[config.mk]
export PLATFORM = sky130hd
export DESIGN_NAME = ctrl_sequencer
export DESIGN_NICKNAME = d
export VERILOG_FILES = /design/src/rtl/ctrl_pkg.sv /design/src/rtl/ctrl_decode.sv /design/src/rtl/ctrl_sequencer.sv
export SDC_FILE = /design/constraint.sdc
export NUM_CORES = 1
export LEC_CHECK = 0
export CAP_MARGIN = 20
export CELL_PAD_IN_SITES_DETAIL_PLACEMENT = 1
export CELL_PAD_IN_SITES_GLOBAL_PLACEMENT = 1
export CORE_MARGIN = 4
export CORE_UTILIZATION = 33
export DETAILED_ROUTE_END_ITERATION = 8
export PLACE_DENSITY = 0.78
export RECOVER_POWER = 25
export SETUP_SLACK_MARGIN = 0.15
export SLEW_MARGIN = 20
export SYNTH_ARGS = -nofsm -noshare
export SYNTH_HDL_FRONTEND = slang
export SYNTH_SLANG_ARGS = --single-unit
[constraint.sdc]
create_clock -name Clk -period 1.9 [get_ports Clk]
set_input_delay 0.38 -clock Clk [delete_from_list [all_inputs] [get_ports Clk]]
set_output_delay 0.38 -clock Clk [all_outputs]
set_load 0.03 [all_outputs]
[src/rtl/ctrl_pkg.sv]
// ctrl_pkg: shared definitions for the LBD multi-cycle control sequencer.
//   - 3-bit LBD opcode encodings (the low bits of a possibly wider opcode)
//   - op_class_e : decoded instruction class
//   - state_e    : sequencer FSM states
//   - max_int    : elaboration-time helper for sizing counters
package ctrl_pkg;

  localparam logic [2:0] OP_LDI = 3'b000;
  localparam logic [2:0] OP_BR0 = 3'b011;
  localparam logic [2:0] OP_BR1 = 3'b101;
  localparam logic [2:0] OP_LD  = 3'b110;
  localparam logic [2:0] OP_ST  = 3'b111;

  typedef enum logic [2:0] {ALU, LDI, BR, LD, ST} op_class_e;

  typedef enum logic [1:0] {IDLE, EXEC, MEM, WB} state_e;

  function automatic int max_int(input int a, input int b);
    return (a > b) ? a : b;
  endfunction

endpackage

[src/rtl/ctrl_decode.sv]
// ctrl_decode: combinational opcode -> instruction class.
//   opcode   in   OPW  opcode (LBD encodings in [2:0]; upper bits must be 0 to match)
//   op_class out  -    decoded class (ALU for anything unrecognised)
module ctrl_decode
  import ctrl_pkg::*;
#(
  parameter int OPW = 3
) (
  input  logic [OPW-1:0] opcode,
  output op_class_e      op_class
);

  logic upper_zero;

  // Only wider opcodes have upper bits to qualify; a nonzero upper field
  // never matches an LBD encoding and falls through to ALU.
  if (OPW > 3) begin : g_upper
    assign upper_zero = ~|opcode[OPW-1:3];
  end else begin : g_no_upper
    assign upper_zero = 1'b1;
  end

  always_comb begin
    op_class = ALU;
    if (upper_zero) begin
      case (opcode[2:0])
        OP_LDI:         op_class = LDI;
        OP_BR0, OP_BR1: op_class = BR;
        OP_LD:          op_class = LD;
        OP_ST:          op_class = ST;
        default:        op_class = ALU;
      endcase
    end
  end

endmodule

[src/rtl/ctrl_sequencer.sv]
// ctrl_sequencer: multi-cycle IDLE/EXEC/MEM/WB control sequencer.
//   Clk, Reset_n       clock (rising) / async active-low reset
//   InstValid/Ready    opcode handshake; Opcode [OPW] latched on accept
//   MemAck             memory done (handshake mode, MEM state only)
//   ErrClr             clears the sticky timeout flag
//   Branch, LdImmed, MemtoReg, MemWrite, MemReq, RegWrite   datapath strobes
//   PcEn               one pulse per retired or aborted instruction
//   Busy               state != IDLE
//   Err                sticky memory-timeout flag
// Strobes come from state and the latched opcode only; the incoming Opcode
// never reaches an output combinationally. In handshake mode, the MEM exit
// strobes (PcEn) follow MemAck in the same cycle.
module ctrl_sequencer
  import ctrl_pkg::*;
#(
  parameter int OPW           = 3,
  parameter int MEM_LAT       = 2,
  parameter int MEM_HANDSHAKE = 0,
  parameter int MEM_TIMEOUT   = 16
) (
  input  logic           Clk,
  input  logic           Reset_n,
  input  logic           InstValid,
  output logic           InstReady,
  input  logic [OPW-1:0] Opcode,
  input  logic           MemAck,
  input  logic           ErrClr,
  output logic           Branch,
  output logic           LdImmed,
  output logic           MemtoReg,
  output logic           MemWrite,
  output logic           MemReq,
  output logic           RegWrite,
  output logic           PcEn,
  output logic           Busy,
  output logic           Err
);

  localparam int CW = $clog2(max_int(MEM_LAT, MEM_TIMEOUT)) + 1;

  state_e         state_q, state_d;
  logic [OPW-1:0] op_q;
  logic [CW-1:0]  cnt;
  op_class_e      cls;
  logic           mem_done;
  logic           timeout;

  ctrl_decode #(.OPW(OPW)) u_dec (
    .opcode   (op_q),
    .op_class (cls)
  );

  always_ff @(posedge Clk or negedge Reset_n) begin
    if (!Reset_n) begin
      state_q <= IDLE;
      op_q    <= '0;
      cnt     <= '0;
      Err     <= 1'b0;
    end else begin
      state_q <= state_d;
      if (state_q == IDLE && InstValid) begin
        op_q <= Opcode;
        cnt  <= '0;
      end else if (state_q == MEM && cnt != '1) begin
        // saturate rather than wrap so a stuck access can't alias to a done count
        cnt <= cnt + CW'(1);
      end
      // timeout set takes priority over a same-cycle clear
      if (timeout)     Err <= 1'b1;
      else if (ErrClr) Err <= 1'b0;
    end
  end

  assign Busy = (state_q != IDLE);

  always_comb begin
    state_d   = state_q;
    InstReady = 1'b0;
    Branch    = 1'b0;
    LdImmed   = 1'b0;
    MemtoReg  = 1'b0;
    MemWrite  = 1'b0;
    MemReq    = 1'b0;
    RegWrite  = 1'b0;
    PcEn      = 1'b0;
    timeout   = 1'b0;
    if (MEM_HANDSHAKE != 0) mem_done = MemAck;
    else                    mem_done = (cnt == CW'(MEM_LAT - 1));

    case (state_q)
      IDLE: begin
        InstReady = 1'b1;
        if (InstValid) state_d = EXEC;
      end
      EXEC: begin
        case (cls)
          ALU: begin
            RegWrite = 1'b1;
            PcEn     = 1'b1;
            state_d  = IDLE;
          end
          LDI: begin
            RegWrite = 1'b1;
            LdImmed  = 1'b1;
            PcEn     = 1'b1;
            state_d  = IDLE;
          end
          BR: begin
            Branch  = 1'b1;
            PcEn    = 1'b1;
            state_d = IDLE;
          end
          default: state_d = MEM;   // LD / ST
        endcase
      end
      MEM: begin
        MemReq   = 1'b1;
        MemWrite = (cls == ST);
        if (mem_done) begin
          if (cls == ST) begin
            PcEn    = 1'b1;
            state_d = IDLE;
          end else begin
            state_d = WB;
          end
        end else if (MEM_HANDSHAKE != 0 && cnt == CW'(MEM_TIMEOUT - 1)) begin
          // abort: retire the PC but never write the register file
          timeout = 1'b1;
          PcEn    = 1'b1;
          state_d = IDLE;
        end
      end
      WB: begin
        MemtoReg = 1'b1;
        RegWrite = 1'b1;
        PcEn     = 1'b1;
        state_d  = IDLE;
      end
      default: state_d = IDLE;
    endcase
  end

endmodule

Word-level counts from Yosys, hierarchy flattened
Index checks and enable logic that the tools add are counted.

Bits in writable memories: 0. Bits in latches: 0. Output and inout bits: 10. Input bits: 8. Register bits: 10. Memory bits (read-only): 0. Memories kept: 0.

Add/sub/neg operators: 1. Multiply operators: 0. Bitwise gates (word level): 0. Divide/modulo/power cells: 0. Reduce and logical (&&, ||, !) cells: 11. Equality and inequality tests: 14. Multiplexer cells: 22. Shifts and indexed selects: 0. Magnitude comparators: 0.

Operator list (count): 3-bit equality test, second input constant (4); 1-bit 2-to-1 mux (12); 3-bit one-hot mux with 4 select lines (1); 5-bit 2-to-1 mux (2); 2-bit 2-to-1 mux (4); 2-bit one-hot mux with 4 select lines (1); 3-bit by 2-bit equality test with 1-bit output, second input constant (2); 3-bit zero test (2); 5-bit by 1-bit adder with 5-bit output, second input constant (1); 5-bit by 1-bit equality test with 1-bit output, second input constant (1); 5-bit != test, second input constant (1); 2-bit equality test, second input constant (2); 2-bit != test, second input constant (2); 2-bit nonzero test (2); 2-bit OR reduction (2); 3-bit by 1-bit equality test with 1-bit output, second input constant (1); 1-bit one-hot mux with 3 select lines (1); 3-bit OR reduction (1); 2-bit by 1-bit equality test with 1-bit output, second input constant (1); 1-bit logical AND (2); 2-bit zero test (1); 1-bit one-hot mux with 2 select lines (1); 2-bit AND reduction (1).

Longest topological paths before layout
Gate-level depths: netlist of run 1.

Depth in word-level cells: 7. Gate-level depth with buffers: 6.

By module
Synthesis of run 1 repeated with hierarchy kept, for this count alone.

Cells, all modules: 73. Area total of the unflattened synthesis: 643.1 um^2.

By module, submodules not included: ctrl_sequencer (instances 1, area an instance 608.1 um^2, cells each 68); ctrl_decode (instances 1, area an instance 35.0 um^2, cells each 5).

Worst setup path before layout of run 1
OpenSTA, ideal clock, no wires.

Path type: reg-to-output. Start: register state_q[1]. End: output port LdImmed. Path slack: 22 ps. Data required time: 1520 ps. Path buffers: 0. Stages on the path, launching flop included: 3. Arrival time: 1498 ps. Cells stage by stage: dfrtp_1 -> nand2b_1 -> nor4_1.

Longest elaborated chain between the ends: 2.

RTL lines: start: declaration (RTL line ctrl_sequencer.sv:41) `state_e state_q, state_d;`; start signal: assignment (RTL line ctrl_sequencer.sv:60) `state_q <= state_d;`; 2-bit by 1-bit equality test with 1-bit output (RTL line ctrl_sequencer.sv:90) `case (state_q)`; 1-bit 2-to-1 mux (RTL line ctrl_sequencer.sv:90); end: declaration (RTL line ctrl_sequencer.sv:29) `output logic LdImmed,`.

Every way passes these cells.

Worst setup path in the final report of run 1
Start: register cnt[1]. End: output port PcEn.

Longest elaborated chain between the ends: 3.

RTL lines: start: declaration (RTL line ctrl_sequencer.sv:43) `logic [CW-1:0] cnt;`; start signal: assignment (RTL line ctrl_sequencer.sv:66) `cnt <= cnt + CW'(1);`; 5-bit by 1-bit equality test with 1-bit output (RTL line ctrl_sequencer.sv:88) `else mem_done = (cnt == CW'(MEM_LAT - 1));`; 1-bit 2-to-1 mux (RTL line ctrl_sequencer.sv:119) `if (mem_done) begin`; 1-bit one-hot mux with 3 select lines (RTL line ctrl_sequencer.sv:90); end: declaration (RTL line ctrl_sequencer.sv:34) `output logic PcEn,`.

Every way passes these cells.

==> results of run 1 <==
-- sequential cells by signal (all words and copies together), names as in the netlist --
signal,flops
op_q,3
state_q,2
cnt,5
-- area by class of cell --
type / instances / area, µm²
Tap cell: 25 / 31.3
Multi-Input combinational cell: 43 / 418
Clock buffer: 4 / 36.3
Sequential cell: 10 / 255
Inverter: 3 / 11.3
Fill cell: 183 / 707
Timing Repair Buffer: 30 / 249
-- cells by family after synthesis --
group	count (synthesis)	synth area share (%)
XOR/XNOR	3	4.45
buffers and inverters	5	4.02
flip-flops	10	42.4
AO/OA/AOI/OAI	8	8.05
adder cells (fa/ha/maj)	3	6.36
other	1	0.635
multiplexers	4	9.32
AND/OR/NAND/NOR	24	24.8
-- repair_timing --
action,4_1_cts,5_1_grt
setup buffers,2,5
pin swaps,3,7
gates resized for setup,28,27
endpoints found under the setup margin,10,13
hold endpoints to repair,0,0
-- through the flow --
stage               cell area [µm²]  setup TNS, ns  setup WS, ns  instances
global route                   1000         -0.259        -0.259        115
finish                         1000         -0.191        -0.191        115
detailed placement              817              0       0.00121        104
CTS                             873         -0.180        -0.180        110
floorplan                       598              0         0.161         58
global placement                817              0        0.0561        104
-- cells in the mapped netlist (all sizes together), types with 2 or more instances --
cell and count:
dfrtp 10, nand2b 3, nor2 5, nand2 3, mux2 3, and2 2
buf 2, o21ai 3, nor3b 2, ha 3, inv 3, a21oi 2
xnor2 3
-- routing by layer --
metal	routed length, µm	GRT usage, %	share of wire, %
met2	1100	27.6	55
met4	58	8.07	2.9
met5	0	0	0
met1	755	15.5	38
met3	79	3.26	4.0
-- worst register-to-register path, stage by stage, from the launching register on --
cell	delay (ns)
sky130_fd_sc_hd__dfrtp_1	0.41
sky130_fd_sc_hd__buf_6	0.13
sky130_fd_sc_hd__buf_6	0.11
sky130_fd_sc_hd__ha_4	0.15
sky130_fd_sc_hd__and3_4	0.15
sky130_fd_sc_hd__ha_4	0.18
sky130_fd_sc_hd__nor3b_4	0.22
sky130_fd_sc_hd__buf_6	0.17
sky130_fd_sc_hd__nor2_4	0.04
sky130_fd_sc_hd__a211oi_2	0.17
-- how the worst min path moves through the flow --
stage | to | slack [ns] | cells past startpoint
CTS | cnt[4] | 0.45 | 1
global route | cnt[4] | 0.53 | 1
finish | cnt[4] | 0.50 | 1
detailed placement | cnt[3] | 0.51 | 1
global placement | cnt[3] | 0.49 | 1
floorplan | cnt[0] | 0.08 | 0
-- power breakdown --
group	total, W	switching (W)	internal, W
Sequential	0.000378	0.0000940	0.000284
Combinational	0.000875	0.000444	0.000431
Clock	0.000201	0.0000844	0.000117
-- cell usage in the layout (no fill, tap or decap), types with 2 or more instances in the layout --
| master | Yosys | final |
|---|---|---|
| sky130_fd_sc_hd__nand2_1 | 3 | 2 |
| sky130_fd_sc_hd__inv_1 | 3 | 3 |
| sky130_fd_sc_hd__ha_4 | 0 | 2 |
| sky130_fd_sc_hd__dfrtp_1 | 10 | 6 |
| sky130_fd_sc_hd__mux2_4 | 3 | 3 |
| sky130_fd_sc_hd__dfrtp_2 | 0 | 4 |
| sky130_fd_sc_hd__and2_1 | 2 | 2 |
| sky130_fd_sc_hd__nor2_1 | 5 | 3 |
| sky130_fd_sc_hd__nor2_4 | 0 | 2 |
| sky130_fd_sc_hd__nand2b_1 | 3 | 3 |
| sky130_fd_sc_hd__o21ai_0 | 3 | 3 |
| sky130_fd_sc_hd__xnor2_1 | 3 | 2 |
| sky130_fd_sc_hd__buf_2 | 1 | 3 |
| sky130_fd_sc_hd__clkbuf_4 | 0 | 3 |
| sky130_fd_sc_hd__buf_6 | 0 | 5 |
| sky130_fd_sc_hd__buf_4 | 1 | 15 |
| sky130_fd_sc_hd__clkdlybuf4s50_1 | 0 | 4 |
==> summary.md, run 1 <==
The tools report the via count of the first global-routing pass as 603. After the first detailed-routing iteration, the DRC count stood at 3. The number of nets in the synthesized netlist was 69; the die boundary width was 50.3 µm. By area the synthesized netlist is led by sky130_fd_sc_hd__dfrtp_1, sky130_fd_sc_hd__mux2_4, sky130_fd_sc_hd__ha_1, sky130_fd_sc_hd__xnor2_1, sky130_fd_sc_hd__nand2b_1. CTS saw 10 sinks. The number of pins with negative max-slew slack in the final report came out at 0.

Hold is met by 0.505 ns. The number of hold buffers added after CTS was 0. For the area of the die, the log shows 2530 µm².

The run finished, with violations left. The number of stages on the worst setup path came out at 6. STA classifies the critical path startpoint as a register. The length in cells of the worst reg-to-reg path was 9.

The capturing instance or port of the critical path was PcEn. Synthesis handed over a netlist of 58 instances. The maximum number of pins on one net before global-route repair was 11; the HPWL after detailed placement was 1240 µm. For the clock network latency to the later pin of the worst-skew pair, the log shows 0.28 ns. At the end of the flow the core is filled with cells to 58.6%. The first global-routing pass estimated 2780 µm of wire. Routability-driven placement finished with a final weighted congestion of 0.715. TritonCTS built the clock tree.

The register bit count reported by yosys came out at 10. 0 antenna diodes ended up in the layout. Summed over all layers, the global routing overflow is 0. Total of max-cap violations: 0.

The I/O pin count is 18. The worst register-to-register path ends at cnt[1]. Yosys mapped the design onto 29 distinct sky130hd cell types.

In this run the critical register-to-register path is launched from cnt[0]. The per-instance average area after synthesis came out at 10.2 µm². Of all cell types, the one taking the most synthesized area is sky130_fd_sc_hd__dfrtp_1.

On the worst path, the slowest cell contributes a delay of 0.49 ns. The hold violation total from the final report is 0. The detailed router placed 567 vias in this run.

The clock passes through at most 2 buffers. After synthesis, flip-flops and latches occupy 42.4% of the total area. The worst register-to-register path has a setup slack of 0.08 ns. The share of post-route cells with drive strength above 1 was 55.6%. The tightest min-delay check is of the in2async type. Setup repair after global routing could not meet its margin everywhere. The total track usage was 15.0%; the worst supply voltage drop on vdd was 0.635 mV.

The post-synthesis async set-or-reset flop share works out to 100%. Arrival time reported for the critical path endpoint: 1.71 ns. The run gives 15 as the number of rows created at floorplan.

Dividing the detail-routed via count by the number of cells gives 4.93. The mean routed wirelength per cell was 17.3 µm; the largest clock skew in the final design was 0.00453 ns. The most critical setup path has its startpoint at cnt[1]. Power density normalized to cell area: 1450 nW/µm². The tools report the initial antenna violation count as 0. Dividing the final minimum period by the clock period gives 110%.

The category of the critical setup timing path is reg2out. The count of nets left with antenna violations once routing finished came out at 0. Traced cell by cell, the critical path runs through inv_1 -> ha_1 -> or4b_4 -> nor2_4 -> o22a_2 -> buf_6.

The net count of the finished layout is 102. Of all nets on the critical path, the largest fanout is 2. For the effective utilization at floorplan, the log shows 34.6%. For the total of endpoints with negative setup slack in the final report, the log shows 1. The tools report the worst max-slew margin expressed relative to the limit as 66.1%. Yosys printed 0 warnings. The run gives 0 as the post-route DRC violation count.

The placeable core region is 1710 µm², and the data required time of the worst path is 1.52 ns. For the pin with the worst max-slew slack, the measured transition is 0.507 ns. The capturing element type of the critical path is an output pin. The floorplan die height was 50.3 µm; the area growth from synthesis to layout was 69.5%. The H-tree depth reported by CTS was 1; the share of the synthesized area in the top cell type was 42.4%.

The tools report the total power as 0.00145 W. The slowest stage of the critical path belongs to the cell sky130_fd_sc_hd__or4b_4. Register clock-pin slew on the reported worst setup and hold paths: 0.07 ns. The worst setup slack after layout is -0.191 ns, and the number of flops mapped to enable cells by yosys is 0. For the iteration count of the initial detailed-routing pass, the log shows 4. The routed design could run at a clock period as short as 2.09 ns. Cell family with the largest share of critical-path delay: simple AND/OR/NAND/NOR gates.

Timing-limited maximum frequency: 478 MHz. Clock root buffer: sky130_fd_sc_hd__clkbuf_4. The predominant post-synthesis flop cell was sky130_fd_sc_hd__dfrtp_1. The number of clock buffers added by TritonCTS is 3.

The routed wire length is 1990 µm. Together, buffers and inverters on the worst path number 2. For the leakage power, the log shows 0.463 nW.

After synthesis the cells add up to 591 µm². The count of input and output buffers was 14. The final reports fail on setup timing.
Note: power is estimated with default switching activity, not from simulation.
==> run 2: changes to the inputs <==
CORE_MARGIN = default   (was 4)
==> summary.md, run 2 (same netlist as run 1, synthesis figures left out) <==
The hold violation total from the final report came out at 0. The H-tree depth reported by CTS is 1, and the via count is 515. At the worst endpoint, the required time is 1.52 ns.

The analysis attributes to cell leakage a power of 0.408 nW. 0 antenna diodes ended up in the layout. Area of the die: 1960 µm². The worst setup path is of the reg2out kind. STA classifies the critical path startpoint as a register. Setup repair after global routing could not meet its margin everywhere. The tools report the initial antenna violation count as 0. Number of buffers created by CTS: 3. VDD sags by at most 0.604 mV. The largest registers in the layout are cnt x5, op_q x3, state_q x2. Power spread over the standard cell area amounts to 1380 nW/µm². The library cell used most frequently in the layout, excluding fill and tap cells, is sky130_fd_sc_hd__buf_4. The number of rows created at floorplan was 14.

The later pin in the worst-skew pair is clocked with a latency of 0.28 ns. The final reports fail on setup timing. The flip-flop count of the largest register after layout came out at 5. The mean routed wirelength per cell is 14.3 µm.

The total of max-cap violations is 0. Worst hold path class: in2async. Before CTS, the worst setup slack after placement is 0.0254 ns.

Once detailed placement completed, the half-perimeter wirelength came to 1020 µm. STA classifies the critical path endpoint as an output pin. In the layout the commonest cells are sky130_fd_sc_hd__buf_4, sky130_fd_sc_hd__dfrtp_1, sky130_fd_sc_hd__nor2_1, sky130_fd_sc_hd__clkdlybuf4s50_1, sky130_fd_sc_hd__buf_2. Adding up every negative setup slack in the final design gives -0.175 ns. Total of endpoints with negative setup slack in the final report: 1. The routed wire length was 1530 µm.

The worst setup slack after layout is -0.175 ns, and the total track usage is 18.7%. The placeable core region was 1590 µm²; the remaining global-route overflow was 0. TritonCTS built the clock tree.

The first global-routing pass estimated 2560 µm of wire. The area growth from synthesis to layout is 53.4%. After the last flow step, the layout net total stands at 96. The flow ran to the end, but the final reports show violations. In the final layout, the share of cells above drive strength 1 is 48.2%.

Number of DRC markers in iteration 0: 2. The effective utilization at floorplan is 37.0%. For this design, the CTS-stage hold fixing added 0 buffers. The maximum number of pins on one net before global-route repair is 11, and the register clock-pin slew on the reported worst setup and hold paths is 0.06 ns. The routed via count divided by cell count is 4.81. In this run, placement finished with an instance count of 98.

The clock root buffer is sky130_fd_sc_hd__clkbuf_4. The number of sinks on the clock net is 10, and the via count of the first global-routing pass is 561. The number of pins with negative max-slew slack in the final report is 0, and the die boundary width is 44.3 µm. The first detailed-routing pass ran for 2 iterations. Based on the critical path, the design can be clocked at up to 482 MHz. The logs give 0 for the count of antenna-violating nets left after detailed routing and 1.69 ns for the arrival time reported for the critical path endpoint. In this run the count of I/O pins placed on the die edge is 18. The floorplan step set the die height to 44.3 µm. The post-route DRC violation count is 0. Of the available clock period, the critical path in the final layout requires 109%. The count of buffers added on input and output ports is 14. On the final layout, the worst clock skew is 0.00232 ns. The register with the most flip-flops is cnt.

The congestion estimate from routability-driven global placement came to 0.797. The number of standard cells in the final layout excluding fillers was 107. The filler cells instantiated in the layout total 183. The maximum count of clock buffers along a single path is 2, and the final period demand of the worst path is 2.07 ns. In this run the worst path has a maximum fanout of 2.
-- run 2: cell types whose count changed in the layout (fill, tap and decap cells not counted), sizes merged --
cell	previous run	this run
buf	23	16
dlygate4sd2	0	1
clkbuf	5	3
clkdlybuf4s15	1	2
-- run 2: power breakdown --
| group | switching, W | internal [W] |
|---|---|---|
| Combinational | 0.000376 | 0.000352 |
| Sequential | 0.0000914 | 0.000282 |
| Clock | 0.0000773 | 0.0000736 |
-- run 2: cell type report --
| type | instances | area [µm²] | area share [%] |
|---|---|---|---|
| multi-input cells | 43 | 389 | 43.0 |
| repair buffers | 24 | 199 | 22.0 |
| well taps | 24 | 30.0 | 3.31 |
| flip-flops and latches | 10 | 254 | 28.0 |
| inverters | 3 | 11.3 | 1.24 |
| clock buffers | 3 | 22.5 | 2.49 |
-- run 2: timing repair --
| action | in CTS | in global routing |
|---|---|---|
| pin swaps | 3 | 3 |
| buffers inserted | 4 | 2 |
| endpoints found under the setup margin | 13 | 10 |
| resized for setup | 40 | 6 |
-- run 2: critical path, cell delays in order, from the launching register on --
cell                      delay, ns
sky130_fd_sc_hd__dfrtp_1       0.37
sky130_fd_sc_hd__inv_1         0.06
sky130_fd_sc_hd__ha_1          0.14
sky130_fd_sc_hd__or4b_4        0.48
sky130_fd_sc_hd__nor2_4        0.10
sky130_fd_sc_hd__o22a_2        0.14
sky130_fd_sc_hd__buf_6         0.12
-- run 2: final timing paths --
check	startpoint	depth (start not counted)	slack, ns	endpoint
setup / recovery	cnt[1]	6	-0.17	PcEn
hold / removal	Reset_n	1	0.49	op_q[0]
setup reg to reg	cnt[1]	8	0.16	cnt[4]
hold reg to reg	cnt[3]	1	0.53	cnt[3]
max in group asynchronous	Reset_n	1	1.06	state_q[0]
min in group Clk	cnt[3]	1	0.53	cnt[3]
-- run 2: routing by layer --
layer / vias up / global-route usage [%] / wire [µm]
met1: 254 / 23.5 / 658
met2: 11 / 30.6 / 791
met5: - / 0 / 0
met4: 0 / 7.27 / 28
met3: 3 / 4.90 / 56
li1: 247 / - / -
-- run 2: metrics by stage --
| stage | total power, W | utilization, % | hold WS (ns) | instance area (µm²) |
|---|---|---|---|---|
| finish | 0.00125 | 56.8 | 0.493 | 906 |
| global route | 0.00134 | 56.8 | 0.532 | 906 |
| CTS | 0.00122 | 54.2 | 0.444 | 863 |
| detailed placement | 0.00101 | 49.0 | 0.505 | 781 |
| global placement | 0.000994 | 49.0 | 0.493 | 781 |
| floorplan | 0.000779 | - | 0.0844 | 598 |
==> run 3: changes to the inputs <==
CAP_MARGIN = default   (was 20)
CORE_MARGIN = 3   (was default)
==> summary.md, run 3 (same netlist as run 1, synthesis figures left out) <==
The run finished, with violations left. The checks that failed: setup timing. For this design the top-level I/O count stands at 18. The register with the most flip-flops is cnt. The register with the most flip-flops in the layout has 5 of them. Across the VDD grid, the largest voltage drop is 0.758 mV. The library cells used most frequently in the layout, excluding fill and tap cells, are sky130_fd_sc_hd__buf_4, sky130_fd_sc_hd__dfrtp_1, sky130_fd_sc_hd__buf_6.

For the via count of the first global-routing pass, the log shows 618. The arrival time reported for the critical path endpoint was 1.73 ns; the iteration count of the initial detailed-routing pass was 3. The top fanout value on the critical path works out to 2.

In the routed layout, each cell is associated on average with a via count of 4.72. Cells fill 66.2% of the core in the end. The area occupied by multi-input gates was 439 µm²; the leakage power was 0.483 nW.

In the final routed layout, each cell accounts on average for 16.7 µm. The tools report the largest clock skew in the final design as 0.000622 ns. Setup repair after global routing could not meet its margin everywhere. The fill cell total of the finished layout came out at 163. Once detail routing completed, the nets flagged for antenna violations numbered 0. For the finished layout, the period the worst path requires is 2.11 ns. The clock drives 10 sinks.

Hold repair after CTS inserted 0 buffers. The maximum number of pins on one net before global-route repair came out at 11. TritonCTS built the clock tree.

The die covers 2330 µm². After detailed routing, the number of remaining DRC violations is 0. The first routing iteration left 3 violations. Global routing consumed, over all layers together, 17.9% of the routing resources. The count of input and output buffers works out to 14. The via count came out at 557. Leaving out fill and tap cells, the most frequent cell in the layout is sky130_fd_sc_hd__buf_4. Walking the worst path, the cells encountered are inv_2 -> ha_4 -> or4b_4 -> nor2_4 -> o22a_2 -> buf_6.

The critical path is of the reg2out type. The number of rows created at floorplan was 14; the placeable core region was 1590 µm². The hold violation total from the final report is 0, and the initial antenna violation count is 0. The first global-routing pass estimated 3060 µm of wire.

The final layout contains routed wiring with a total length of 1980 µm. The congestion estimate from routability-driven global placement came to 0.664. The timing-limited maximum frequency came out at 474 MHz. 0 antenna diodes ended up in the layout. For the net count reported at finish, the log shows 106.

For this design the ratio of total power to cell area is 1400 nW/µm². The worst hold path class is in2async. The worst setup slack after layout came out at -0.210 ns. The worst setup path is launched from a register. The number of pins with negative max-slew slack in the final report came out at 0. The maximum single-stage delay on the critical path is 0.47 ns, and the data required time of the worst path is 1.52 ns. Area growth from synthesis to layout: 78.8%. The worst setup path is captured at an output pin. TritonCTS created 3 clock buffers. The slowest cell on the critical path was sky130_fd_sc_hd__or4b_4.

The H-tree depth reported by CTS is 1, and the total of max-cap violations is 0. After clock tree synthesis, the clock-pin slew on the worst setup and hold paths is 0.07 ns. Setup violations remaining at the end of the flow were counted as 4. The area taken by flip-flops and latches was 254 µm². The die is 48.3 µm tall. OpenSTA, run right after detailed placement, puts the worst setup slack at 0.0370 ns. In the final layout, the share of cells above drive strength 1 is 61.7%. The die is 48.3 µm wide.

The largest registers in the layout are cnt x5, op_q x3, state_q x2. The tools report the HPWL after detailed placement as 1070 µm. For this configuration, the core starts out at a cell density of 37.0%. After global routing the overflow that remains totals 0.

The clock passes through at most 2 buffers. The clock root buffer is sky130_fd_sc_hd__clkbuf_4. The clock network latency to the later pin of the worst-skew pair came out at 0.27 ns. The final critical-path share of the clock period works out to 111%.
==> run 3: path summary, 6_finish.rpt <==
path	to	cells past startpoint	startpoint	slack, ns
setup / recovery	PcEn	6	cnt[1]	-0.21
hold / removal	op_q[0]	1	Reset_n	0.50
setup reg to reg	state_q[1]	13	cnt[1]	-0.20
hold reg to reg	cnt[3]	1	cnt[3]	0.53
max in group asynchronous	op_q[2]	1	Reset_n	1.05
min in group Clk	cnt[3]	1	cnt[3]	0.53
==> run 3: per-layer routing <==
layer | wire, µm | share of wire (%) | vias up | track usage (%)
met2 | 1010 | 51 | 12 | 30.7
met1 | 854 | 43 | 271 | 19.5
met3 | 82 | 4.1 | 4 | 6.44
met5 | 0 | 0 | - | 0
met4 | 25 | 1.3 | 0 | 8.53
li1 | - | - | 270 | -
==> run 3: area by class of cell <==
cell class | instances | area share, %
inverters | 3 | 1.07
flip-flops and latches | 10 | 24.1
clock buffers | 4 | 3.44
well taps | 24 | 2.84
multi-input cells | 43 | 41.6
repair buffers | 34 | 27.0
==> run 3: critical path: cells and delay by family (launching register included) <==
kind | cells | cell delay [ns]
compound gates | 1 | 0.15
fa+ha+maj | 1 | 0.11
buf+inv | 2 | 0.19
flops | 1 | 0.40
simple gates | 2 | 0.61
==> run 3: stage by stage <==
step	power, W	cells	TNS [ns]	hold WS [ns]	instance area, µm²
after global placement	0.00100	98	0	0.493	781
after CTS	0.00133	115	-0.258	0.441	966
after detailed placement	0.00102	98	0	0.507	781
final	0.00148	118	-0.602	0.500	1060
after floorplan	0.000779	58	0	0.0844	598
after global routing	0.00159	118	-0.985	0.518	1060
==> run 3: what timing repair did <==
item | in CTS | in global routing
resized for setup | 43 | 20
pin swaps | 5 | 4
setup buffers | 13 | 3
setup endpoints to repair | 12 | 11
hold endpoints to repair | 0 | 0
==> run 3: power by group <==
| part | switching (W) | total (W) | internal [W] |
|---|---|---|---|
| registers | 0.000106 | 0.000390 | 0.000283 |
| logic | 0.000441 | 0.000893 | 0.000452 |
| clock network | 0.0000831 | 0.000200 | 0.000117 |
